===== src/rtl/reset_release_sequencer.sv =====
`default_nettype none
// +----------------------------------------------------------------------------+
// | Module      : reset_release_sequencer                                      |
// | Description : Consumer of the fabric reset controller's active-low reset.  |
// |               Synchronises the fabric reset release into clk_i, then       |
// |               releases NUM_STAGES downstream active-low resets in order,   |
// |               stage 0 first. Each release is preceded by STAGE_DELAY       |
// |               cycles, and every stage after the first also waits for the   |
// |               previous stage's ready acknowledge. A software soft-reset    |
// |               request re-runs the whole sequence without a fabric reset.   |
// |                                                                            |
// | Ports       : clk_i             fabric clock, rising edge                  |
// |               fabric_reset_n_i  async active-low reset from controller     |
// |               soft_reset_req_i  sync level request to re-enter reset       |
// |               stage_ready_i     per-stage ready acknowledge (sync)         |
// |               stage_reset_n_o   sequenced active-low resets, bit i=stage i |
// |               all_ready_o       every stage released and acknowledged      |
// |               seq_fault_o       a stage failed to acknowledge in time      |
// |               fault_stage_o     index of the failing stage                 |
// |                                                                            |
// | Build option: RESET_SEQ_TIMEOUT_EN                                         |
// |               Defined   - WAIT gives up after TIMEOUT_CYCLES without       |
// |                           ready, enters FAULT and reports the stage.       |
// |               Undefined - WAIT waits indefinitely; seq_fault_o and         |
// |                           fault_stage_o are tied to 0.                     |
// |                                                                            |
// | Revision    : 1.0 - initial release                                        |
// +----------------------------------------------------------------------------+
module reset_release_sequencer #(
  parameter int NUM_STAGES     = 4,
  parameter int STAGE_DELAY    = 16,
  parameter int TIMEOUT_CYCLES = 65535
) (
  input  logic                  clk_i,
  input  logic                  fabric_reset_n_i,
  input  logic                  soft_reset_req_i,
  input  logic [NUM_STAGES-1:0] stage_ready_i,
  output logic [NUM_STAGES-1:0] stage_reset_n_o,
  output logic                  all_ready_o,
  output logic                  seq_fault_o,
  output logic [2:0]            fault_stage_o
);

  // --------------------------------------------------------------------------
  // Constants
  // --------------------------------------------------------------------------
  // Counter value on which a delay period ends (also the soft-reset
  // saturation point).
  localparam logic [15:0] c_delay_last = 16'(STAGE_DELAY - 1);
  // Index of the final stage in the chain.
  localparam logic [2:0]  c_last_idx   = 3'(NUM_STAGES - 1);
  // Largest value a 16-bit counter may hold before it saturates.
  localparam logic [15:0] c_cnt_max    = 16'hFFFF;

  // Elaboration-time sanity check of the configuration.
  generate
    if ((NUM_STAGES < 1) || (NUM_STAGES > 8) ||
        (STAGE_DELAY < 1) || (STAGE_DELAY > 65535) ||
        (TIMEOUT_CYCLES < 1) || (TIMEOUT_CYCLES > 65535)) begin : g_bad_params
      $error("reset_release_sequencer: parameter out of range");
    end
  endgenerate

  // --------------------------------------------------------------------------
  // State encoding
  // --------------------------------------------------------------------------
  typedef enum logic [2:0] {
    ST_RST   = 3'd0,  // waiting for the synchronised fabric reset release
    ST_DELAY = 3'd1,  // counting down before releasing stage idx
    ST_WAIT  = 3'd2,  // stage idx released, waiting for its ready
    ST_DONE  = 3'd3,  // every stage released and acknowledged
    ST_SOFT  = 3'd4   // software-requested reset in progress
`ifdef RESET_SEQ_TIMEOUT_EN
    ,
    ST_FAULT = 3'd5   // a stage failed to acknowledge; all stages held
`endif
  } state_e;

  // --------------------------------------------------------------------------
  // Reset synchroniser
  // --------------------------------------------------------------------------
  // Both flops clear asynchronously; the release propagates through two
  // clock edges so rst_sync rises on the second edge after deassertion.
  logic [1:0] sync_q;
  logic       rst_sync;

  always_ff @(posedge clk_i or negedge fabric_reset_n_i) begin
    if (!fabric_reset_n_i) begin
      sync_q <= 2'b00;
    end else begin
      sync_q <= {sync_q[0], 1'b1};
    end
  end

  assign rst_sync = sync_q[1];

  // --------------------------------------------------------------------------
  // Sequencer registers
  // --------------------------------------------------------------------------
  state_e                  state_q, state_d;
  logic [2:0]              idx_q, idx_d;
  logic [15:0]             cnt_q, cnt_d;
  logic [NUM_STAGES-1:0]   stage_rst_n_q, stage_rst_n_d;
  logic                    all_ready_q, all_ready_d;
`ifdef RESET_SEQ_TIMEOUT_EN
  localparam logic [15:0]  c_timeout_last = 16'(TIMEOUT_CYCLES - 1);
  logic                    seq_fault_q, seq_fault_d;
  logic [2:0]              fault_stage_q, fault_stage_d;
`endif

  // Ready acknowledge of the stage currently being sequenced. Bits of stages
  // not yet released never reach the state logic.
  logic                    ready_sel;
  // Saturating increment of the shared counter.
  logic [15:0]             cnt_inc;

  assign cnt_inc = (cnt_q == c_cnt_max) ? cnt_q : (cnt_q + 16'd1);

  always_comb begin
    ready_sel = 1'b0;
    for (int i = 0; i < NUM_STAGES; i++) begin
      if (idx_q == 3'(i)) begin
        ready_sel = stage_ready_i[i];
      end
    end
  end

  // --------------------------------------------------------------------------
  // Next-state and output logic
  // --------------------------------------------------------------------------
  always_comb begin
    state_d       = state_q;
    idx_d         = idx_q;
    cnt_d         = cnt_q;
    stage_rst_n_d = stage_rst_n_q;
    all_ready_d   = all_ready_q;
`ifdef RESET_SEQ_TIMEOUT_EN
    seq_fault_d   = seq_fault_q;
    fault_stage_d = fault_stage_q;
`endif

    case (state_q)
      ST_RST: begin
        if (rst_sync) begin
          state_d = ST_DELAY;
          idx_d   = 3'd0;
          cnt_d   = 16'd0;
        end
      end

      ST_DELAY: begin
        if (cnt_q == c_delay_last) begin
          // Release only the stage being sequenced; earlier stages are
          // already high, so order can never be violated.
          for (int i = 0; i < NUM_STAGES; i++) begin
            if (idx_q == 3'(i)) begin
              stage_rst_n_d[i] = 1'b1;
            end
          end
          cnt_d   = 16'd0;
          state_d = ST_WAIT;
        end else begin
          cnt_d = cnt_inc;
        end
      end

      ST_WAIT: begin
        // A ready arriving on the timeout edge still counts as success.
        if (ready_sel) begin
          if (idx_q == c_last_idx) begin
            state_d     = ST_DONE;
            all_ready_d = 1'b1;
          end else begin
            idx_d   = idx_q + 3'd1;
            cnt_d   = 16'd0;
            state_d = ST_DELAY;
          end
`ifdef RESET_SEQ_TIMEOUT_EN
        end else if (cnt_q == c_timeout_last) begin
          state_d       = ST_FAULT;
          stage_rst_n_d = '0;
          all_ready_d   = 1'b0;
          seq_fault_d   = 1'b1;
          fault_stage_d = idx_q;
        end else begin
          cnt_d = cnt_inc;
`endif
        end
      end

      ST_DONE: begin
        // Outputs hold; later ready drops are deliberately ignored.
      end

      ST_SOFT: begin
        // Count up to the delay value and stay there, so that even a
        // single-cycle request holds all stages for STAGE_DELAY cycles.
        if (cnt_q == c_delay_last) begin
          if (!soft_reset_req_i) begin
            state_d = ST_DELAY;
            idx_d   = 3'd0;
            cnt_d   = 16'd0;
          end
        end else begin
          cnt_d = cnt_inc;
        end
      end

`ifdef RESET_SEQ_TIMEOUT_EN
      ST_FAULT: begin
        // Held until a soft reset or a fabric reset.
      end
`endif

      default: begin
        state_d = ST_RST;
      end
    endcase

    // A soft request overrides whatever the state logic decided on this
    // edge (ready or timeout included). While already in SOFT the request
    // only extends the hold, it does not restart the count.
    if (soft_reset_req_i && (state_q != ST_RST) && (state_q != ST_SOFT)) begin
      state_d       = ST_SOFT;
      cnt_d         = 16'd0;
      stage_rst_n_d = '0;
      all_ready_d   = 1'b0;
`ifdef RESET_SEQ_TIMEOUT_EN
      seq_fault_d   = 1'b0;
      fault_stage_d = 3'd0;
`endif
    end
  end

  // --------------------------------------------------------------------------
  // State registers
  // --------------------------------------------------------------------------
  always_ff @(posedge clk_i or negedge fabric_reset_n_i) begin
    if (!fabric_reset_n_i) begin
      state_q       <= ST_RST;
      idx_q         <= 3'd0;
      cnt_q         <= 16'd0;
      stage_rst_n_q <= '0;
      all_ready_q   <= 1'b0;
    end else begin
      state_q       <= state_d;
      idx_q         <= idx_d;
      cnt_q         <= cnt_d;
      stage_rst_n_q <= stage_rst_n_d;
      all_ready_q   <= all_ready_d;
    end
  end

`ifdef RESET_SEQ_TIMEOUT_EN
  always_ff @(posedge clk_i or negedge fabric_reset_n_i) begin
    if (!fabric_reset_n_i) begin
      seq_fault_q   <= 1'b0;
      fault_stage_q <= 3'd0;
    end else begin
      seq_fault_q   <= seq_fault_d;
      fault_stage_q <= fault_stage_d;
    end
  end

  assign seq_fault_o   = seq_fault_q;
  assign fault_stage_o = fault_stage_q;
`else
  assign seq_fault_o   = 1'b0;
  assign fault_stage_o = 3'd0;
`endif

  // --------------------------------------------------------------------------
  // Outputs
  // --------------------------------------------------------------------------
  assign stage_reset_n_o = stage_rst_n_q;
  assign all_ready_o     = all_ready_q;

endmodule
`default_nettype wire


===== config.mk =====
export PLATFORM = sky130hd
export DESIGN_NAME = reset_release_sequencer
export DESIGN_NICKNAME = d
export VERILOG_FILES = /design/src/rtl/reset_release_sequencer.sv
export SDC_FILE = /design/constraint.sdc
export NUM_CORES = 1
export LEC_CHECK = 0
export ABC_AREA = 1
export BUFFER_PORTS_ARGS = -buffer_cell sky130_fd_sc_hd__buf_2
export CAP_MARGIN = 20
export CORE_UTILIZATION = 64
export DETAILED_ROUTE_END_ITERATION = 7
export PLACE_DENSITY = 0.84
export SKIP_CTS_REPAIR_TIMING = 1
export SYNTH_ARGS = -nofsm -noshare
export SYNTH_HDL_FRONTEND = slang
export SYNTH_SLANG_ARGS = --single-unit

===== constraint.sdc =====
create_clock -name clk_i -period 3.5 [get_ports clk_i]
set_input_delay 0.175 -clock clk_i [delete_from_list [all_inputs] [get_ports clk_i]]
set_output_delay 0.175 -clock clk_i [all_outputs]
set_load 0.02 [all_outputs]

==> metrics.md <==
| Metric | Value |
|---|---|
| Vias/cell | `5.19` |
| Initial Util | `0.678` |
| Grt ovf | `0` |
| Post-route ant nets | `0` |
| CTS sink cnt | `29` |
| Worst-path fanout max | `9` |
| CP Capture Type | `flip-flop` |
| # IOs | `16` |
| WL final | `about 4.5 mm` |
| Post-synth top area cell | `dfrtp_1` |
| Hold EP | `all_ready_o` |
| Leakage dissipation | `between 1 and 1.5 nW` |
| Largest net degree at the start of global routing | `30` |
| Setup crit start kind | `flip-flop` |
| Final WS setup | `1620 ps` |
| Number of setup violations in the final report | `0` |
| Cts bufs inserted | `5` |
| Die ar. | `0.00347 mm^2` |
| Cell Area, Placed | `0.00214 mm^2` |
| Placer Congestion | `approximately 0.95` |
| Routed length per instance | `12.5 um` |
| Yosys warns | `0` |
| Initial antenna violation count | `0` |
| Worst Hold Launch | `stage_ready_i[3]` |
| Most frequent cells in the layout | `99 x nand2_1, 41 x nor2_1, 30 x inv_1` |
| Register bit count reported by yosys | `29` |
| Vias | `between 1,500 and 2,000` |
| Core area | `0.00305 mm^2` |
| Cell variety after synth | `31` |
| Synth top area cells | `dfrtp_1 35%, nand2_1 18%, nor2_1 7.4%` |
| Clock Pin Slew Worst Setup and Hold Paths | `100 ps` |
| Syn Inst Count | `301` |
| Flop2flop setup slack | `1620 ps` |
| Die Wd | `slightly below 60 um` |
| Critical Path AT | `2160 ps` |
| Hold Path Stages | `5` |
| Die H | `58.9 um` |
| Final period utilization | `0.538` |
| Hold WC Path Type | `input pin to flip-flop` |
| Pre-CTS setup slack | `1670 ps` |
| CP required | `between 3000 and 4000 ps` |
| Pwr dens | `558 mW/mm^2` |
| Clock Tree Buf Depth | `2` |
| Min Clock Period, post-route | `between 1500 and 2000 ps` |
| CTS tree | `done` |
| Port Buffers | `11` |
| R2r startpoint | `idx_q[0]` |
| Final Non-Filler Cells | `360` |
| Clk_lat worst skew | `around 340 ps` |
| Reg-to-Reg End | `cnt_q[15]` |
| Peak supply drop | `approximately 460 uV` |
| Most common cell after layout, fill and taps aside | `nand2_1` |
| Max Cap Violations | `0` |
| N_diodes | `0` |
| DR iter-0 viols | `197` |
| Setup Skew | `slightly below 9 ps` |
| GRT Total Usage | `0.305` |
| Endpoints failing hold | `0` |
| Status | `finished, final reports clean` |
| Slew @ Worst Pin | `655 ps` |
| Root buf cell | `clkbuf_4` |
| P&R area growth vs syn | `6.47%` |
| Layout cells sized above 1 | `0.123` |
| R2R cell count | `11` |
| H-tree levels | `2` |
| Rel. slew slack | `0.564` |
| Final Net Count | `roughly 330` |
| Top-area cell type share of the netlist area | `0.350` |
| FP Rows | `20` |
| First-pass GRT wire length | `about 7.7 mm` |
| Vias in the first global route | `1,690` |
| RSZ-0062 raised after global routing | `false` |
| # placed instances | `approximately 350` |
| Mapped cell area | `0.00207 mm^2` |
| Sequential area share after synthesis | `0.350` |
| Residual DRC | `0` |
| Avg Inst Size Synth | `6.88 um^2` |
| Crit path kind | `flip-flop to flip-flop` |
| Pre-Repair DR Iteration Count | `4` |
| DP HPWL | `3.47 mm` |
| TNS Setup | `0 ps` |
| Max Clk Rate | `0.531 GHz` |
| Final instance area | `0.00220 mm^2` |
| Final Slew Violations | `0` |
-- critical path, stage by stage (launching register included) --
cell	delay (ps)
dfrtp_1	420
ha_1	220
ha_1	240
inv_1	90
o21ai_1	60
inv_1	50
nand2_1	90
nand3_2	190
nand2_1	100
nor2_2	220
nand2_1	80
nand2_1	60
-- kinds of logic after synthesis --
family,count (synthesis),share of synthesized area
and+or+nand+nor,199,0.444
adders and majority gates,6,0.0363
AOI/OAI and AO/OA,19,0.0562
buffers and inverters,41,0.0888
DFF,29,0.350
xor gates and xnor gates,5,0.0212
other,2,0.00363
-- metrics by stage --
stage | util | hold slack (ps) | total power, W
floorplan | - | -121 | 0.000901
global placement | 0.700 | 235 | 0.00100
detailed placement | 0.700 | 235 | 0.00101
CTS | 0.719 | -136 | 0.00123
global route | 0.722 | 238 | 0.00134
finish | 0.722 | 211 | 0.00123
-- cell type report --
class	instances	area [um^2]
multi-input cells	234	1170
fillers	279	848
flip-flops and latches	29	726
inverters	34	128
repair buffers	12	65.1
well taps	44	55.1
clock buffers	6	51.3
clock inverters	1	7.51
-- synthesized netlist by cell type --
cell	instances
nand2_1	99
nor2_1	41
inv_1	30
dfrtp_1	29
nand3_1	25
nand4_1	13
o21ai_0	8
ha_1	6
nor2_2	5
buf_4	4
inv_2	4
o21a_1	4
nand3_2	3
nor3_1	3
xnor2_1	3
a21o_1	2
a21oi_1	2
buf_6	2
conb_1	2
nand2_4	2
nor2_4	2
or2_2	2
xor2_1	2
clkbuf_1	1
nand2_2	1
nand3_4	1
nand3b_1	1
nand4_4	1
o2111ai_1	1
o21ai_1	1
o21bai_1	1
-- worst max path at each step --
stage	start	end	slack (ps)	depth (start not counted)
3_5_place_dp	idx_q[0]	cnt_q[9]	1670	11
5_1_grt	idx_q[0]	cnt_q[5]	1460	11
4_1_cts	idx_q[0]	cnt_q[13]	1640	11
3_3_place_gp	idx_q[0]	cnt_q[11]	1710	11
2_1_floorplan	idx_q[0]	cnt_q[6]	1840	11
6_report	idx_q[0]	cnt_q[15]	1620	11
-- per-layer routing --
layer | track usage | vias up | routed length (um)
li1 | - | 983 | -
met1 | 0.447 | 837 | 2210
met2 | 0.442 | 40 | 1990
met3 | 0.0527 | 7 | 209
met4 | 0.129 | 0 | 82
met5 | 0 | - | 0
-- flip-flops by register name, indices dropped and copies added (netlist names) --
register / flops
stage_reset_n_o: 4
sync_q: 2
idx_q: 3
all_ready_o: 1
state_q: 3
cnt_q: 16
-- power by group --
part | leakage [nW] | switching, W | internal (W)
Sequential | 0.394 | 0.0000449 | 0.000380
Combinational | 0.759 | 0.000426 | 0.000165
Clock | 0.0303 | 0.000120 | 0.0000938
Total | 1.18 | 0.000591 | 0.000639
(Power assumes the default switching activity.)
